File: config.mk
export PLATFORM = sky130hd
export DESIGN_NAME = imem_dmem_arbiter_flat
export DESIGN_NICKNAME = d
export VERILOG_FILES = /design/src/rtl/imem_dmem_arbiter_pkg.sv /design/src/rtl/imem_dmem_arbiter_if.sv /design/src/rtl/imem_dmem_arbiter_starve_ctr.sv /design/src/rtl/imem_dmem_arbiter.sv /design/src/flat_wrapper.sv
export SDC_FILE = /design/constraint.sdc
export NUM_CORES = 1
export LEC_CHECK = 0
export ABC_AREA = 1
export BUFFER_PORTS_ARGS = -buffer_cell sky130_fd_sc_hd__buf_2
export CAP_MARGIN = 20
export CORE_UTILIZATION = 35
export CTS_BUF_LIST = sky130_fd_sc_hd__clkbuf_4 sky130_fd_sc_hd__clkbuf_8 sky130_fd_sc_hd__clkbuf_16
export DETAILED_ROUTE_END_ITERATION = 12
export PLACE_DENSITY_LB_ADDON = 0.12
export REMOVE_ABC_BUFFERS = 1
export SYNTH_ARGS = -nofsm -noshare
export SYNTH_HDL_FRONTEND = slang
export SYNTH_HIERARCHICAL = 1
export SYNTH_SLANG_ARGS = --single-unit
export TNS_END_PERCENT = 20
File: constraint.sdc
create_clock -name clk -period 2.3 [get_ports clk]
set_input_delay 0.23 -clock clk [delete_from_list [all_inputs] [get_ports clk]]
set_output_delay 0.23 -clock clk [all_outputs]
set_load 0.005 [all_outputs]
File: src/rtl/imem_dmem_arbiter_pkg.sv
// imem_dmem_arbiter_pkg
//   Shared types and constants for the unified-memory fetch/data arbiter.
//   Contents: arb_state_t (FSM encoding), mem_cmd_t (memory command
//   bundle), ARB_STARVE_W (starvation counter width), ARB_XLEN and
//   ARB_DATA_W (bus widths).
//   Optional feature macro used by the arbiter: ARB_PERF_CNT_EN.
package imem_dmem_arbiter_pkg;

    localparam int unsigned ARB_XLEN     = 32;
    localparam int unsigned ARB_DATA_W   = 32;
    localparam int unsigned ARB_STARVE_W = 4;

    typedef enum logic [1:0] {
        ARB_IDLE,
        ARB_WAIT_I,
        ARB_WAIT_D
    } arb_state_t;

    typedef struct packed {
        logic                  we;
        logic [ARB_XLEN-1:0]   addr;
        logic [ARB_DATA_W-1:0] wdata;
        logic [3:0]            wstrb;
    } mem_cmd_t;

endpackage

File: src/rtl/imem_dmem_arbiter_if.sv
// imem_dmem_arbiter_if
//   Bundles the fetch port, data port and memory command/response signals
//   of the arbiter.
//   Modports:
//     slave  - arbiter side (takes requests and memory responses, drives
//              grants, read responses and memory commands)
//     master - surrounding pipeline + memory side (the opposite view)
interface imem_dmem_arbiter_if #(
    parameter int unsigned ADDR_W = 32
);
    import imem_dmem_arbiter_pkg::*;

    // fetch port
    logic                  if_req;
    logic [ADDR_W-1:0]     if_addr;
    logic                  if_kill;
    logic                  if_gnt;
    logic                  if_rvalid;
    logic [ARB_DATA_W-1:0] if_rdata;
    // data port
    logic                  d_req;
    logic                  d_we;
    logic [ADDR_W-1:0]     d_addr;
    logic [ARB_DATA_W-1:0] d_wdata;
    logic [3:0]            d_wstrb;
    logic                  d_gnt;
    logic                  d_rvalid;
    logic [ARB_DATA_W-1:0] d_rdata;
    // memory side
    logic                  mem_req;
    logic                  mem_we;
    logic [ADDR_W-1:0]     mem_addr;
    logic [ARB_DATA_W-1:0] mem_wdata;
    logic [3:0]            mem_wstrb;
    logic                  mem_rvalid;
    logic [ARB_DATA_W-1:0] mem_rdata;

    modport slave (
        input  if_req, if_addr, if_kill,
        input  d_req, d_we, d_addr, d_wdata, d_wstrb,
        input  mem_rvalid, mem_rdata,
        output if_gnt, if_rvalid, if_rdata,
        output d_gnt, d_rvalid, d_rdata,
        output mem_req, mem_we, mem_addr, mem_wdata, mem_wstrb
    );

    modport master (
        output if_req, if_addr, if_kill,
        output d_req, d_we, d_addr, d_wdata, d_wstrb,
        output mem_rvalid, mem_rdata,
        input  if_gnt, if_rvalid, if_rdata,
        input  d_gnt, d_rvalid, d_rdata,
        input  mem_req, mem_we, mem_addr, mem_wdata, mem_wstrb
    );

endinterface

File: src/rtl/imem_dmem_arbiter_starve_ctr.sv
// imem_dmem_arbiter_starve_ctr
//   Counts data grants issued while a fetch is waiting. Saturates at the
//   counter maximum (15) and clears on any fetch grant.
//   Ports: clk, reset (async, active-high), inc, clr,
//          cnt (current count), force_fetch (cnt >= LIMIT).
module imem_dmem_arbiter_starve_ctr
    import imem_dmem_arbiter_pkg::*;
#(
    parameter int unsigned LIMIT = 4
) (
    input  logic                    clk,
    input  logic                    reset,
    input  logic                    inc,
    input  logic                    clr,
    output logic [ARB_STARVE_W-1:0] cnt,
    output logic                    force_fetch
);

    always_ff @(posedge clk or posedge reset) begin
        if (reset) begin
            cnt <= '0;
        end else if (clr) begin
            cnt <= '0;
        end else if (inc && (cnt != '1)) begin
            cnt <= cnt + 1'b1;
        end
    end

    assign force_fetch = (32'(cnt) >= LIMIT);

endmodule

File: src/rtl/imem_dmem_arbiter.sv
// imem_dmem_arbiter
//   Shares one single-ported memory between the IF fetch port and the MEM
//   data port. One transaction outstanding at a time; data beats fetch
//   unless fetch has been starved for STARVE_LIMIT data grants. A branch
//   redirect (if_kill) drops the response of an in-flight fetch.
//   Ports: clk, reset (async, active-high), bus (imem_dmem_arbiter_if.slave).
//   Optional (macro ARB_PERF_CNT_EN): if_stall_cnt, d_stall_cnt, kill_cnt
//   outputs and a WAIT-state timeout assertion of TIMEOUT_CYC cycles.
module imem_dmem_arbiter
    import imem_dmem_arbiter_pkg::*;
#(
    parameter int unsigned ADDR_W       = ARB_XLEN,
    parameter int unsigned STARVE_LIMIT = 4,
    parameter int unsigned TIMEOUT_CYC  = 64
) (
    input  logic                 clk,
    input  logic                 reset,
    imem_dmem_arbiter_if.slave   bus
`ifdef ARB_PERF_CNT_EN
    ,
    output logic [31:0]          if_stall_cnt,
    output logic [31:0]          d_stall_cnt,
    output logic [31:0]          kill_cnt
`endif
);

    if ((STARVE_LIMIT < 1) || (STARVE_LIMIT > 15)) begin : g_bad_starve_limit
        $error("imem_dmem_arbiter: STARVE_LIMIT must be in 1..15");
    end
    if (TIMEOUT_CYC < 2) begin : g_bad_timeout
        $error("imem_dmem_arbiter: TIMEOUT_CYC must be at least 2");
    end

    arb_state_t            state;
    logic                  kill_pend;
    logic                  cur_we;
    logic [ARB_DATA_W-1:0] if_rdata_q;
    logic [ARB_DATA_W-1:0] d_rdata_q;
    logic                  force_fetch;
    logic                  grant_i;
    logic                  grant_d;
    logic                  resp_i;
    logic                  resp_d;
    logic                  if_rvalid_c;
    logic                  d_rvalid_c;
    logic [ARB_DATA_W-1:0] d_resp_data;
    mem_cmd_t              cmd;
    logic [ARB_STARVE_W-1:0] starve_cnt;

    imem_dmem_arbiter_starve_ctr #(
        .LIMIT (STARVE_LIMIT)
    ) u_starve (
        .clk         (clk),
        .reset       (reset),
        .inc         (grant_d && bus.if_req),
        .clr         (grant_i),
        .cnt         (starve_cnt),
        .force_fetch (force_fetch)
    );

    always_comb begin
        grant_i = 1'b0;
        grant_d = 1'b0;
        cmd     = '0;
        if (state == ARB_IDLE) begin
            if (bus.if_req && (!bus.d_req || force_fetch)) begin
                grant_i   = 1'b1;
                cmd.addr  = ARB_XLEN'(bus.if_addr);
            end else if (bus.d_req) begin
                grant_d   = 1'b1;
                cmd.we    = bus.d_we;
                cmd.addr  = ARB_XLEN'(bus.d_addr);
                cmd.wdata = bus.d_wdata;
                cmd.wstrb = bus.d_wstrb;
            end
        end
    end

    // Responses pass through combinationally; the registered copies only
    // hold the last delivered word between pulses.
    assign resp_i      = (state == ARB_WAIT_I) && bus.mem_rvalid;
    assign resp_d      = (state == ARB_WAIT_D) && bus.mem_rvalid;
    assign if_rvalid_c = resp_i && !kill_pend && !bus.if_kill;
    assign d_rvalid_c  = resp_d;
    assign d_resp_data = cur_we ? '0 : bus.mem_rdata;

    assign bus.if_gnt    = grant_i;
    assign bus.d_gnt     = grant_d;
    assign bus.mem_req   = grant_i || grant_d;
    assign bus.mem_we    = cmd.we;
    assign bus.mem_addr  = cmd.addr[ADDR_W-1:0];
    assign bus.mem_wdata = cmd.wdata;
    assign bus.mem_wstrb = cmd.wstrb;
    assign bus.if_rvalid = if_rvalid_c;
    assign bus.if_rdata  = if_rvalid_c ? bus.mem_rdata : if_rdata_q;
    assign bus.d_rvalid  = d_rvalid_c;
    assign bus.d_rdata   = d_rvalid_c ? d_resp_data : d_rdata_q;

    always_ff @(posedge clk or posedge reset) begin
        if (reset) begin
            state      <= ARB_IDLE;
            kill_pend  <= 1'b0;
            cur_we     <= 1'b0;
            if_rdata_q <= '0;
            d_rdata_q  <= '0;
        end else begin
            case (state)
                ARB_IDLE: begin
                    if (grant_i) begin
                        state     <= ARB_WAIT_I;
                        kill_pend <= bus.if_kill;
                    end else if (grant_d) begin
                        state  <= ARB_WAIT_D;
                        cur_we <= bus.d_we;
                    end
                end
                ARB_WAIT_I: begin
                    if (bus.mem_rvalid) begin
                        state     <= ARB_IDLE;
                        kill_pend <= 1'b0;
                        if (if_rvalid_c) begin
                            if_rdata_q <= bus.mem_rdata;
                        end
                    end else if (bus.if_kill) begin
                        kill_pend <= 1'b1;
                    end
                end
                ARB_WAIT_D: begin
                    if (bus.mem_rvalid) begin
                        state     <= ARB_IDLE;
                        d_rdata_q <= d_resp_data;
                    end
                end
                default: state <= ARB_IDLE;
            endcase
        end
    end

`ifdef ARB_PERF_CNT_EN
    logic [31:0] wait_cyc;

    always_ff @(posedge clk or posedge reset) begin
        if (reset) begin
            if_stall_cnt <= '0;
            d_stall_cnt  <= '0;
            kill_cnt     <= '0;
            wait_cyc     <= '0;
        end else begin
            if (bus.if_req && !grant_i) if_stall_cnt <= if_stall_cnt + 1'b1;
            if (bus.d_req && !grant_d)  d_stall_cnt  <= d_stall_cnt + 1'b1;
            if (resp_i && !if_rvalid_c) kill_cnt     <= kill_cnt + 1'b1;
            wait_cyc <= (state == ARB_IDLE) ? '0 : wait_cyc + 1'b1;
        end
    end

    a_wait_timeout: assert property (
        @(posedge clk) disable iff (reset) (wait_cyc < TIMEOUT_CYC)
    );
`endif

endmodule

File: src/flat_wrapper.sv
// flat-port wrapper written by rule: the top's interface ports become plain ports
module imem_dmem_arbiter_flat import imem_dmem_arbiter_pkg::*;
#(
    parameter int unsigned ADDR_W       = ARB_XLEN,
    parameter int unsigned STARVE_LIMIT = 4,
    parameter int unsigned TIMEOUT_CYC  = 64
)
  (clk, reset, bus_if_req, bus_if_addr, bus_if_kill, bus_d_req, bus_d_we, bus_d_addr, bus_d_wdata, bus_d_wstrb, bus_mem_rvalid, bus_mem_rdata, bus_if_gnt, bus_if_rvalid, bus_if_rdata, bus_d_gnt, bus_d_rvalid, bus_d_rdata, bus_mem_req, bus_mem_we, bus_mem_addr, bus_mem_wdata, bus_mem_wstrb);
  imem_dmem_arbiter_if #(.ADDR_W(ADDR_W)) bus_i ();
  input  logic clk;
  input  logic reset;
  input wire logic [$bits(bus_i.if_req)-1:0] bus_if_req;
  input wire logic [$bits(bus_i.if_addr)-1:0] bus_if_addr;
  input wire logic [$bits(bus_i.if_kill)-1:0] bus_if_kill;
  input wire logic [$bits(bus_i.d_req)-1:0] bus_d_req;
  input wire logic [$bits(bus_i.d_we)-1:0] bus_d_we;
  input wire logic [$bits(bus_i.d_addr)-1:0] bus_d_addr;
  input wire logic [$bits(bus_i.d_wdata)-1:0] bus_d_wdata;
  input wire logic [$bits(bus_i.d_wstrb)-1:0] bus_d_wstrb;
  input wire logic [$bits(bus_i.mem_rvalid)-1:0] bus_mem_rvalid;
  input wire logic [$bits(bus_i.mem_rdata)-1:0] bus_mem_rdata;
  output wire logic [$bits(bus_i.if_gnt)-1:0] bus_if_gnt;
  output wire logic [$bits(bus_i.if_rvalid)-1:0] bus_if_rvalid;
  output wire logic [$bits(bus_i.if_rdata)-1:0] bus_if_rdata;
  output wire logic [$bits(bus_i.d_gnt)-1:0] bus_d_gnt;
  output wire logic [$bits(bus_i.d_rvalid)-1:0] bus_d_rvalid;
  output wire logic [$bits(bus_i.d_rdata)-1:0] bus_d_rdata;
  output wire logic [$bits(bus_i.mem_req)-1:0] bus_mem_req;
  output wire logic [$bits(bus_i.mem_we)-1:0] bus_mem_we;
  output wire logic [$bits(bus_i.mem_addr)-1:0] bus_mem_addr;
  output wire logic [$bits(bus_i.mem_wdata)-1:0] bus_mem_wdata;
  output wire logic [$bits(bus_i.mem_wstrb)-1:0] bus_mem_wstrb;
  assign bus_i.if_req = bus_if_req;
  assign bus_i.if_addr = bus_if_addr;
  assign bus_i.if_kill = bus_if_kill;
  assign bus_i.d_req = bus_d_req;
  assign bus_i.d_we = bus_d_we;
  assign bus_i.d_addr = bus_d_addr;
  assign bus_i.d_wdata = bus_d_wdata;
  assign bus_i.d_wstrb = bus_d_wstrb;
  assign bus_i.mem_rvalid = bus_mem_rvalid;
  assign bus_i.mem_rdata = bus_mem_rdata;
  assign bus_if_gnt = bus_i.if_gnt;
  assign bus_if_rvalid = bus_i.if_rvalid;
  assign bus_if_rdata = bus_i.if_rdata;
  assign bus_d_gnt = bus_i.d_gnt;
  assign bus_d_rvalid = bus_i.d_rvalid;
  assign bus_d_rdata = bus_i.d_rdata;
  assign bus_mem_req = bus_i.mem_req;
  assign bus_mem_we = bus_i.mem_we;
  assign bus_mem_addr = bus_i.mem_addr;
  assign bus_mem_wdata = bus_i.mem_wdata;
  assign bus_mem_wstrb = bus_i.mem_wstrb;
  imem_dmem_arbiter #(.ADDR_W(ADDR_W), .STARVE_LIMIT(STARVE_LIMIT), .TIMEOUT_CYC(TIMEOUT_CYC)) u_core (.clk(clk), .reset(reset), .bus(bus_i));
endmodule
## Yosys cells after proc, flatten, opt, wreduce, memory -nomap -nowiden

Index checks and enable logic that the tools add are counted.

| cells by class | value |
|---|---|
| add/subtract/negate cells | 1 |
| magnitude comparators | 1 |
| eq/ne operators | 7 |
| muxes and demuxes | 23 |
| bitwise operators | 1 |
| reduce and logical (&&, ||, !) cells | 21 |

Operator list:

| operator | count |
|---|---|
| $mux 69 | 2 |
| $mux 32 | 4 |
| $mux 36 | 1 |
| $mux 1 | 9 |
| $mux 4 | 2 |
| $logic_and 1x1->1 | 7 |
| $mux 2 | 3 |
| $reduce_and 2->1 | 3 |
| $reduce_and 3->1 | 2 |
| $add 4x1->4 const B | 1 |
| $ge 4x3->1 const B | 1 |
| $ne 2x1->1 const B | 2 |
| $ne 4x4->1 const B | 1 |
| $pmux 2 s2 | 1 |
| $reduce_bool 2->1 | 2 |
| $logic_not 1->1 | 3 |
| $ne 3x1->1 const B | 1 |
| $ne 3x3->1 const B | 1 |
| $eq 2x1->1 const B | 1 |
| $eq 2x2->1 const B | 1 |
| $logic_not 2->1 | 1 |
| $logic_or 1x1->1 | 2 |
| $pmux 1 s2 | 1 |
| $reduce_or 2->1 | 1 |
| $not 1->1 | 1 |

| word-level totals | value |
|---|---|
| bits in registers | 72 |
| bits of input ports | 139 |
| output and inout bits | 138 |

## Logic depth before layout (Yosys ltp)

Gate-level depths: netlist (run 1).

| depth | value |
|---|---|
| depth in word-level cells | 9 |
| gate-level depth with buffers | 14 |
| mapped depth without buffers | 12 |

## Hierarchy

Netlist (run 1), hierarchy kept.

By module, submodules not included:

| module | instances | cells each | area an instance (um2) | seq. area each (um2) |
|---|---|---|---|---|
| imem_dmem_arbiter | 1 | 516 | 3,692.3 | 1,701.6 |
| imem_dmem_arbiter_starve_ctr | 1 | 31 | 230.2 | 100.1 |

## Least setup slack after synthesis (run 1)

Ideal clock, no wire load.

| timing path | value |
|---|---|
| path kind | reg2reg |
| start | reg u_core.state[0] |
| end | reg u_core.u_starve.cnt[3] |
| setup time | 118 ps |
| arrival | 1,515 ps |
| required time | 2,182 ps |
| slack | 667 ps |
| cell stages (with the launch flop) | 14 |
| path through | dfrtp_1 inv_1 ha_1 nand2_1 a21oi_2 buf_4 buf_6 nand2_1 inv_1 nand2_1 nand2_2 clkinv_2 nand2_1 nand2_1 |

| on the way | value |
|---|---|
| longest elaborated chain between the ends | 5 |
| elaborated cells on any way between the ends | 7 |
| those cells by class | mux (3); reduce/logical (4) |

RTL lines:

| element | line | text |
|---|---|---|
| from (decl) | imem_dmem_arbiter.sv:34 | `arb_state_t state;` |
| from (signal assigned) | imem_dmem_arbiter.sv:101 | `state <= ARB_IDLE;` |
| from (signal assigned) | imem_dmem_arbiter.sv:110 | `state <= ARB_WAIT_I;` |
| from (signal assigned) | imem_dmem_arbiter.sv:113 | `state <= ARB_WAIT_D;` |
| $logic_not 2->1 | imem_dmem_arbiter.sv:65 | `if (state == ARB_IDLE) begin` |
| $mux 1 | imem_dmem_arbiter.sv:65 |  |
| net bus_d_gnt | flat_wrapper.sv:25 | `output wire logic [$bits(bus_i.d_gnt)-1:0] bus_d_gnt;` |
| $logic_and 1x1->1 | imem_dmem_arbiter.sv:55 | `.inc (grant_d && bus.if_req),` |
| $logic_and 1x1->1 | imem_dmem_arbiter_starve_ctr.sv:24 | `end else if (inc && (cnt != '1)) begin` |
| $reduce_bool 2->1 (no line) | - |  |
| to (signal assigned) | imem_dmem_arbiter_starve_ctr.sv:25 | `cnt <= cnt + 1'b1;` |
| to (decl) | imem_dmem_arbiter_starve_ctr.sv:15 | `output logic [ARB_STARVE_W-1:0] cnt,` |

The timed path passes the listed nets, and every way through them passes these cells.
A chain may end at the register's enable or synchronous reset.

## Final worst setup path (run 1)

| timing path | value |
|---|---|
| start | reg u_core.state[1] |
| end | out bus_if_rdata[20] |

| on the way | value |
|---|---|
| longest elaborated chain between the ends | 5 |

RTL lines:

| element | line | text |
|---|---|---|
| $eq 2x1->1 | imem_dmem_arbiter.sv:81 | `assign resp_i = (state == ARB_WAIT_I) && bus.mem_rvalid;` |
| $logic_and 1x1->1 | imem_dmem_arbiter.sv:81 |  |
| $logic_and 1x1->1 (2 in series) | imem_dmem_arbiter.sv:83 | `assign if_rvalid_c = resp_i && !kill_pend && !bus.if_kill;` |
| $mux 32 | imem_dmem_arbiter.sv:95 | `assign bus.if_rdata = if_rvalid_c ? bus.mem_rdata : if_rdata_q;` |
| to (decl) | flat_wrapper.sv:24 | `output wire logic [$bits(bus_i.if_rdata)-1:0] bus_if_rdata;` |

Every way passes these cells.

==> impl_metrics.yaml, run 1 <==
outcome:
  status: "finished clean"
floorplanning:
  start_util: 0.3603
  coreArea_sq_um: 10890
  num_rows: 38
  io_pins: 277
  die_h_um: 107.9
  fp.dieArea_sq_um: 11630
  dieWidth_um: 107.9
run:
  maxCapViolations: 0
route:
  vias: 4375
  drt_wl_total_um: 13400
  firstDrtPassIters: 4
  drc: 0
  detail_route.wl_per_cell_um: 13.82
  vias_per_cell: 4.515
  detail-route-antenna-nets: 0
  drt_iter0_markers: 291
timing:
  skew_ns: 0.006232
  finalSetupViolCount: 0
  setup_slack_ns: 0.1669
  finalCritPeriodShare: 0.9275
  worst_pin_slew_ns: 0.4694
  finalHoldViolCount: 0
  max_slew_margin: 0.6871
  min_period_ns: 2.133
  rsz0062_at_grt: "true"
  finalMaxSlewViolations: 0
  hold-worst-slack_ns: 0.1126
  fmax_ghz: 0.4688
critical_path:
  cp-end-kind: "output port"
  worstPathCellList: "inv_1, ha_2, nand2_2, nor2_4, nand2_8, buf_12, nand2_1, o21ai_0, buf_2"
  crit_path_max_incr_delay_ns: 0.40
  path_buf_inv: 3
  cp.required_ns: 2.07
  cp_slowest_cell: "dfrtp_1"
  path_delay_family: "simple AND/OR/NAND/NOR gates"
  cp_max_fo: 21
  critPathLaunchType: "flip-flop"
  arrival_ns: 1.90
  worstSetupPathType: "flip-flop to output port"
cts:
  cts_buffers: 9
  cts_tree: "yes"
  clock_latency_ns: 0.34
  clockRootBuffer: "clkbuf_8"
  htreeDepth: 3
  cts_sinks: 72
  clk_path_buf_depth: 2
  cts.clk_slew.worst_paths_ns: 0.07
cells_and_area:
  synthToLayoutAreaGrowth_pct: 46.09
  nets: 967
  antenna_cells: 0
  drive_gt1_frac: 0.4113
logic_synthesis:
  netlist_area_sq_um: 3923
  synthesis.instances: 547
  synth_edf_count: 0
  avgSynthCellArea_sq_um: 7.171
  ys.warnings.count: 6
  ys_ff_latch: 72
  synth-main-ff-cell: "dfrtp_1"
  ys_types: 22
  yosysSeqAreaShare: 0.4593
  async_reset_ff_frac: 1.000
global_route:
  grt_pass1_wl_um: 20100
  globalRouteOverflowTotal: 0
  track_usage: 0.2262
  grt_pass1_vias: 4013
  grt_max_degree: 44
  antenna_found_initial: 0
placement:
  dp_hpwl_um: 10690
  place_ws_ns: 0.2601
  gp_congestion: 0.9271
  port_buffers: 276
pwr:
  leakage_nw: 3.682
  vdd_ir_drop_max_uv: 461.9
  p_per_area_nw_per_um2: 1042
hold_path:
  hold_path_class: "input pin to flip-flop"
## state kept, by name, summed over array words and instances, names as in the netlist
register	cells
u_core/cur_we	1
u_core/if_rdata_q	32
u_core/d_rdata_q	32
u_core/kill_pend	1
u_core/u_starve/cnt	4
u_core/state	2
## cell type report
type	instances	area, sq um
clock buffer	14	186.4
clock inverter	2	35.03
fill	1114	5157
inverter	76	295.3
multi-input combinational	371	1685
sequential	72	1802
tap	140	175.2
timing repair buffer	294	1551
## worst min-delay path, cell delays in order
cell and delay, ns:
buf_2 0.09, nand2_1 0.05, o21ai_0 0.06
## cells in the final DEF (no fill, tap or decap), types with 2 or more instances in the layout
| cell | count |
|---|---|
| dfrtp_1 | 72 |
| nor2_2 | 19 |
| buf_2 | 276 |
| nor2_1 | 19 |
| nand2_1 | 238 |
| nand4_1 | 2 |
| nand3_1 | 7 |
| o21ai_0 | 39 |
| clkbuf_8 | 13 |
| inv_4 | 2 |
| inv_1 | 71 |
| ha_1 | 3 |
| buf_12 | 2 |
| o21ai_1 | 15 |
| buf_4 | 13 |
| clkinv_2 | 2 |
| o31ai_1 | 19 |
| buf_6 | 2 |
| nand2_2 | 4 |
## cells in the mapped netlist, types with 2 or more instances
| master | n | area, sq um |
|---|---|---|
| nor2_2 | 19 | 118.9 |
| o21ai_1 | 11 | 55.05 |
| clkbuf_2 | 2 | 10.01 |
| buf_6 | 7 | 78.83 |
| inv_2 | 2 | 7.510 |
| nor2_1 | 20 | 75.07 |
| nand3_1 | 7 | 35.03 |
| nand4_1 | 2 | 12.51 |
| clkbuf_1 | 4 | 15.01 |
| buf_2 | 13 | 65.06 |
| dfrtp_1 | 72 | 1802 |
| nand2_1 | 240 | 900.9 |
| o21ai_0 | 43 | 215.2 |
| inv_1 | 73 | 274.0 |
| o31ai_1 | 19 | 142.6 |
| nand2_2 | 2 | 12.51 |
| ha_1 | 4 | 50.05 |
| buf_4 | 3 | 22.52 |
## final timing paths
check | from | to | slack [ns] | depth (start not counted)
setup reg to reg | u_core/state[0] | u_core/u_starve/cnt[3] | 0.50 | 12
max in group asynchronous | reset | u_core/if_rdata_q[2] | 1.31 | 4
min in group asynchronous | reset | u_core/u_starve/cnt[1] | 0.33 | 3
setup / recovery | u_core/state[1] | bus_if_rdata[20] | 0.17 | 9
hold / removal | bus_d_we | u_core/cur_we | 0.11 | 3
hold reg to reg | u_core/if_rdata_q[27] | u_core/if_rdata_q[27] | 0.48 | 2
## report_power, final
group	internal, mW	switching (mW)	leakage [nW]
clock	0.631	0.448	0.116
combinational	1.22	1.69	2.64
sequential	1.80	0.186	0.929
## cell families (layout without fill, tap and decap cells)
kind of cell / Yosys count / after routing / share of synthesized area
AND/OR/NAND/NOR: 291 / 292 / 0.2963
buffers and inverters: 105 / 386 / 0.1218
AO/OA/AOI/OAI: 74 / 74 / 0.1075
flip-flops: 72 / 72 / 0.4593
adder cells (fa/ha/maj): 4 / 4 / 0.01276
XOR/XNOR: 1 / 1 / 0.002233
## timing repair
item                       4_1_cts  5_1_grt
setup buffers                    0        5
hold endpoints to repair        11        0
gates resized for setup          5       14
gates cloned                     1        0
setup endpoints to repair       28       57
pin swaps                        1        1
hold buffers                     1        0
## stage by stage
step | instances | utilization | total power [mW] | cell area (sq um) | TNS (ns)
4_1_cts | 964 | 0.5187 | 6.006 | 5648 | 0
3_5_place_dp | 946 | 0.4953 | 4.889 | 5393 | 0
6_report | 969 | 0.5263 | 5.973 | 5731 | 0
2_1_floorplan | 518 | - | 3.417 | 3731 | -7.426
3_3_place_gp | 946 | 0.4953 | 4.808 | 5393 | 0
5_1_grt | 969 | 0.5263 | 6.480 | 5731 | -0.01552
## layer usage
metal | global-route usage | vias up | share of wire
li1 | - | 2214 | -
met1 | 0.2718 | 1971 | 0.42
met2 | 0.3869 | 174 | 0.49
met3 | 0.06356 | 16 | 0.073
met4 | 0.07534 | 0 | 0.020
met5 | 0 | - | 0
Power figures use the tool's default switching activity.
==> run 2: changes to the inputs <==
--- a/config.mk
+++ b/config.mk
@@ -11,7 +11,8 @@
 export CORE_UTILIZATION = 35
 export CTS_BUF_LIST = sky130_fd_sc_hd__clkbuf_4 sky130_fd_sc_hd__clkbuf_8 sky130_fd_sc_hd__clkbuf_16
 export DETAILED_ROUTE_END_ITERATION = 12
-export PLACE_DENSITY_LB_ADDON = 0.12
+export PLACE_DENSITY_LB_ADDON = 0.3
+export RECOVER_POWER = 25
 export REMOVE_ABC_BUFFERS = 1
 export SYNTH_ARGS = -nofsm -noshare
 export SYNTH_HDL_FRONTEND = slang
==> constraint.sdc (replaced) <==
create_clock -name clk -period 2.4 [get_ports clk]
set_input_delay 0.24 -clock clk [delete_from_list [all_inputs] [get_ports clk]]
set_output_delay 0.24 -clock clk [all_outputs]
set_load 0.005 [all_outputs]
==> impl_metrics.yaml, run 2 (synthesis results as in run 1) <==
placement:
  place_ws_ns: 0.2618
  port_buffers: 276
  gp_congestion: 0.9048
  dp_cells: 944
  dp_hpwl_um: 9811
global_route:
  grt_pass1_wl_um: 18950
  grt_pass1_vias: 3738
  antenna_found_initial: 0
  globalRouteOverflowTotal: 0
  grt_max_degree: 39
  track_usage: 0.2122
timing:
  fmax_ghz: 0.4526
  finalCritPeriodShare: 0.9206
  skew_ns: 0.009076
  finalMaxSlewViolations: 0
  max_slew_margin: 0.1709
  min_period_ns: 2.210
  finalSetupViolCount: 0
  setup_slack_ns: 0.1905
  rsz0062_at_grt: "false"
  worst_pin_slew_ns: 1.242
  finalHoldViolCount: 0
cells_and_area:
  final_cell_mix: "buf_2, nand2_1, inv_1"
  drive_gt1_frac: 0.4031
  fin_cells: 966
  final_common_cell: "buf_2"
  nets: 964
  synthToLayoutAreaGrowth_pct: 43.57
  reg_top3: "u_core/d_rdata_q: 32 flops, u_core/if_rdata_q: 32 flops, u_core/u_starve/cnt: 4 flops"
  antenna_cells: 0
route:
  drt_wl_total_um: 12480
  vias: 4236
  vias_per_cell: 4.385
  drc: 0
  drt_iter0_markers: 274
  firstDrtPassIters: 4
  detail_route.wl_per_cell_um: 12.92
  detail-route-antenna-nets: 0
cts:
  cts.clk_slew.worst_paths_ns: 0.08
  cts_buffers: 9
  cts_tree: "yes"
  cts_sinks: 72
  clockRootBuffer: "clkbuf_8"
  htreeDepth: 3
  clk_path_buf_depth: 2
  clock_latency_ns: 0.34
outcome:
  status: "finished clean"
critical_path:
  cp-end-kind: "output port"
  crit_path_max_incr_delay_ns: 0.41
  worstSetupPathType: "flip-flop to output port"
  arrival_ns: 1.97
  cp.required_ns: 2.16
  worstPathCellList: "inv_1, ha_1, nand2_1, nor2_2, nand2_4, buf_4, o21ai_0, buf_2"
  cp_max_fo: 14
  path_buf_inv: 3
  critPathLaunchType: "flip-flop"
  path_delay_family: "simple AND/OR/NAND/NOR gates"
  cp_slowest_cell: "dfrtp_1"
floorplanning:
  coreArea_sq_um: 10890
  fp.dieArea_sq_um: 11630
  die_h_um: 107.9
  start_util: 0.3603
  dieWidth_um: 107.9
  num_rows: 38
  io_pins: 277
run:
  maxCapViolations: 0
pwr:
  p_comb_frac: 0.486
  p_per_area_nw_per_um2: 986.5
  finalPower_mw: 5.556
  power_frac_seq: 0.339
  clkPwrFrac: 0.174
  intPower_mw: 3.365
  p_sw_frac: 0.3943
  vdd_ir_drop_max_uv: 377.2
  switchingPower_mw: 2.191
  leakage_nw: 3.652
hold_path:
  hold_path_class: "input pin to flip-flop"
==> run 2: cell type report <==
cell class                 instances  area, sq um
fill                            1133         5256
inverter                          76        291.5
sequential                        72         1802
clock inverter                     6        67.56
tap                              140        175.2
timing repair buffer             291         1499
multi-input combinational        371         1659
clock buffer                      10        137.6
==> run 2: path summary, 6_finish.rpt <==
check                      slack, ns  depth (start not counted)                     end                  start
max                             0.19                          8        bus_if_rdata[11]        u_core/state[1]
max reg2reg                     0.56                         12  u_core/u_starve/cnt[0]        u_core/state[0]
max in group asynchronous       0.37                          4    u_core/if_rdata_q[6]                  reset
min reg2reg                     0.48                          2   u_core/if_rdata_q[29]  u_core/if_rdata_q[29]
min in group asynchronous       0.34                          3  u_core/u_starve/cnt[3]                  reset
min                             0.13                          3   u_core/if_rdata_q[22]      bus_mem_rdata[22]
==> run 2: power by group through the flow <==
stage / logic [mW] / clock network (mW) / registers (mW)
finish: 2.70 / 0.969 / 1.89
global route: 3.08 / 1.07 / 1.94
CTS: 2.72 / 1.02 / 1.88
detailed placement: 2.71 / 0 / 1.91
global placement: 2.69 / 0 / 1.90
floorplan: 1.38 / 0 / 1.90
==> run 2: metrics by stage <==
stage	util	cell area, sq um	hold slack (ns)	TNS [ns]
after floorplan	-	3731	0.006082	-4.006
after global routing	0.5172	5632	0.1218	0
after detailed placement	0.4939	5378	0.1661	0
after global placement	0.4939	5378	0.1649	0
after CTS	0.5144	5600	0.1111	0
final	0.5172	5632	0.1342	0
==> run 2: metal layers <==
| metal | vias up | global-route usage | wire length, um |
|---|---|---|---|
| met1 | 1853 | 0.2707 | 5498 |
| met3 | 14 | 0.06901 | 1017 |
| met2 | 157 | 0.3402 | 5776 |
| met4 | 0 | 0.06360 | 182 |
| li1 | 2212 | - | - |
| met5 | - | 0 | 0 |
==> run 2: repair_timing <==
action                                  CTS  global route
hold buffers                              1             0
hold endpoints to repair                  4             0
endpoints found under the setup margin   21            52
cloned                                    0             1
resized for setup                         2             4
setup buffers                             0             4
pin swaps                                 0             1
==> run 2: worst reg2reg max path, stage by stage, from the launching register on <==
cell      delay (ns)
dfrtp_1         0.40
inv_1           0.09
ha_1            0.22
nand2_1         0.08
a21oi_2         0.20
buf_4           0.28
nand2_1         0.07
inv_1           0.06
nand2_1         0.07
nand2_2         0.09
clkinv_2        0.07
nand2_1         0.05
nand2_1         0.05
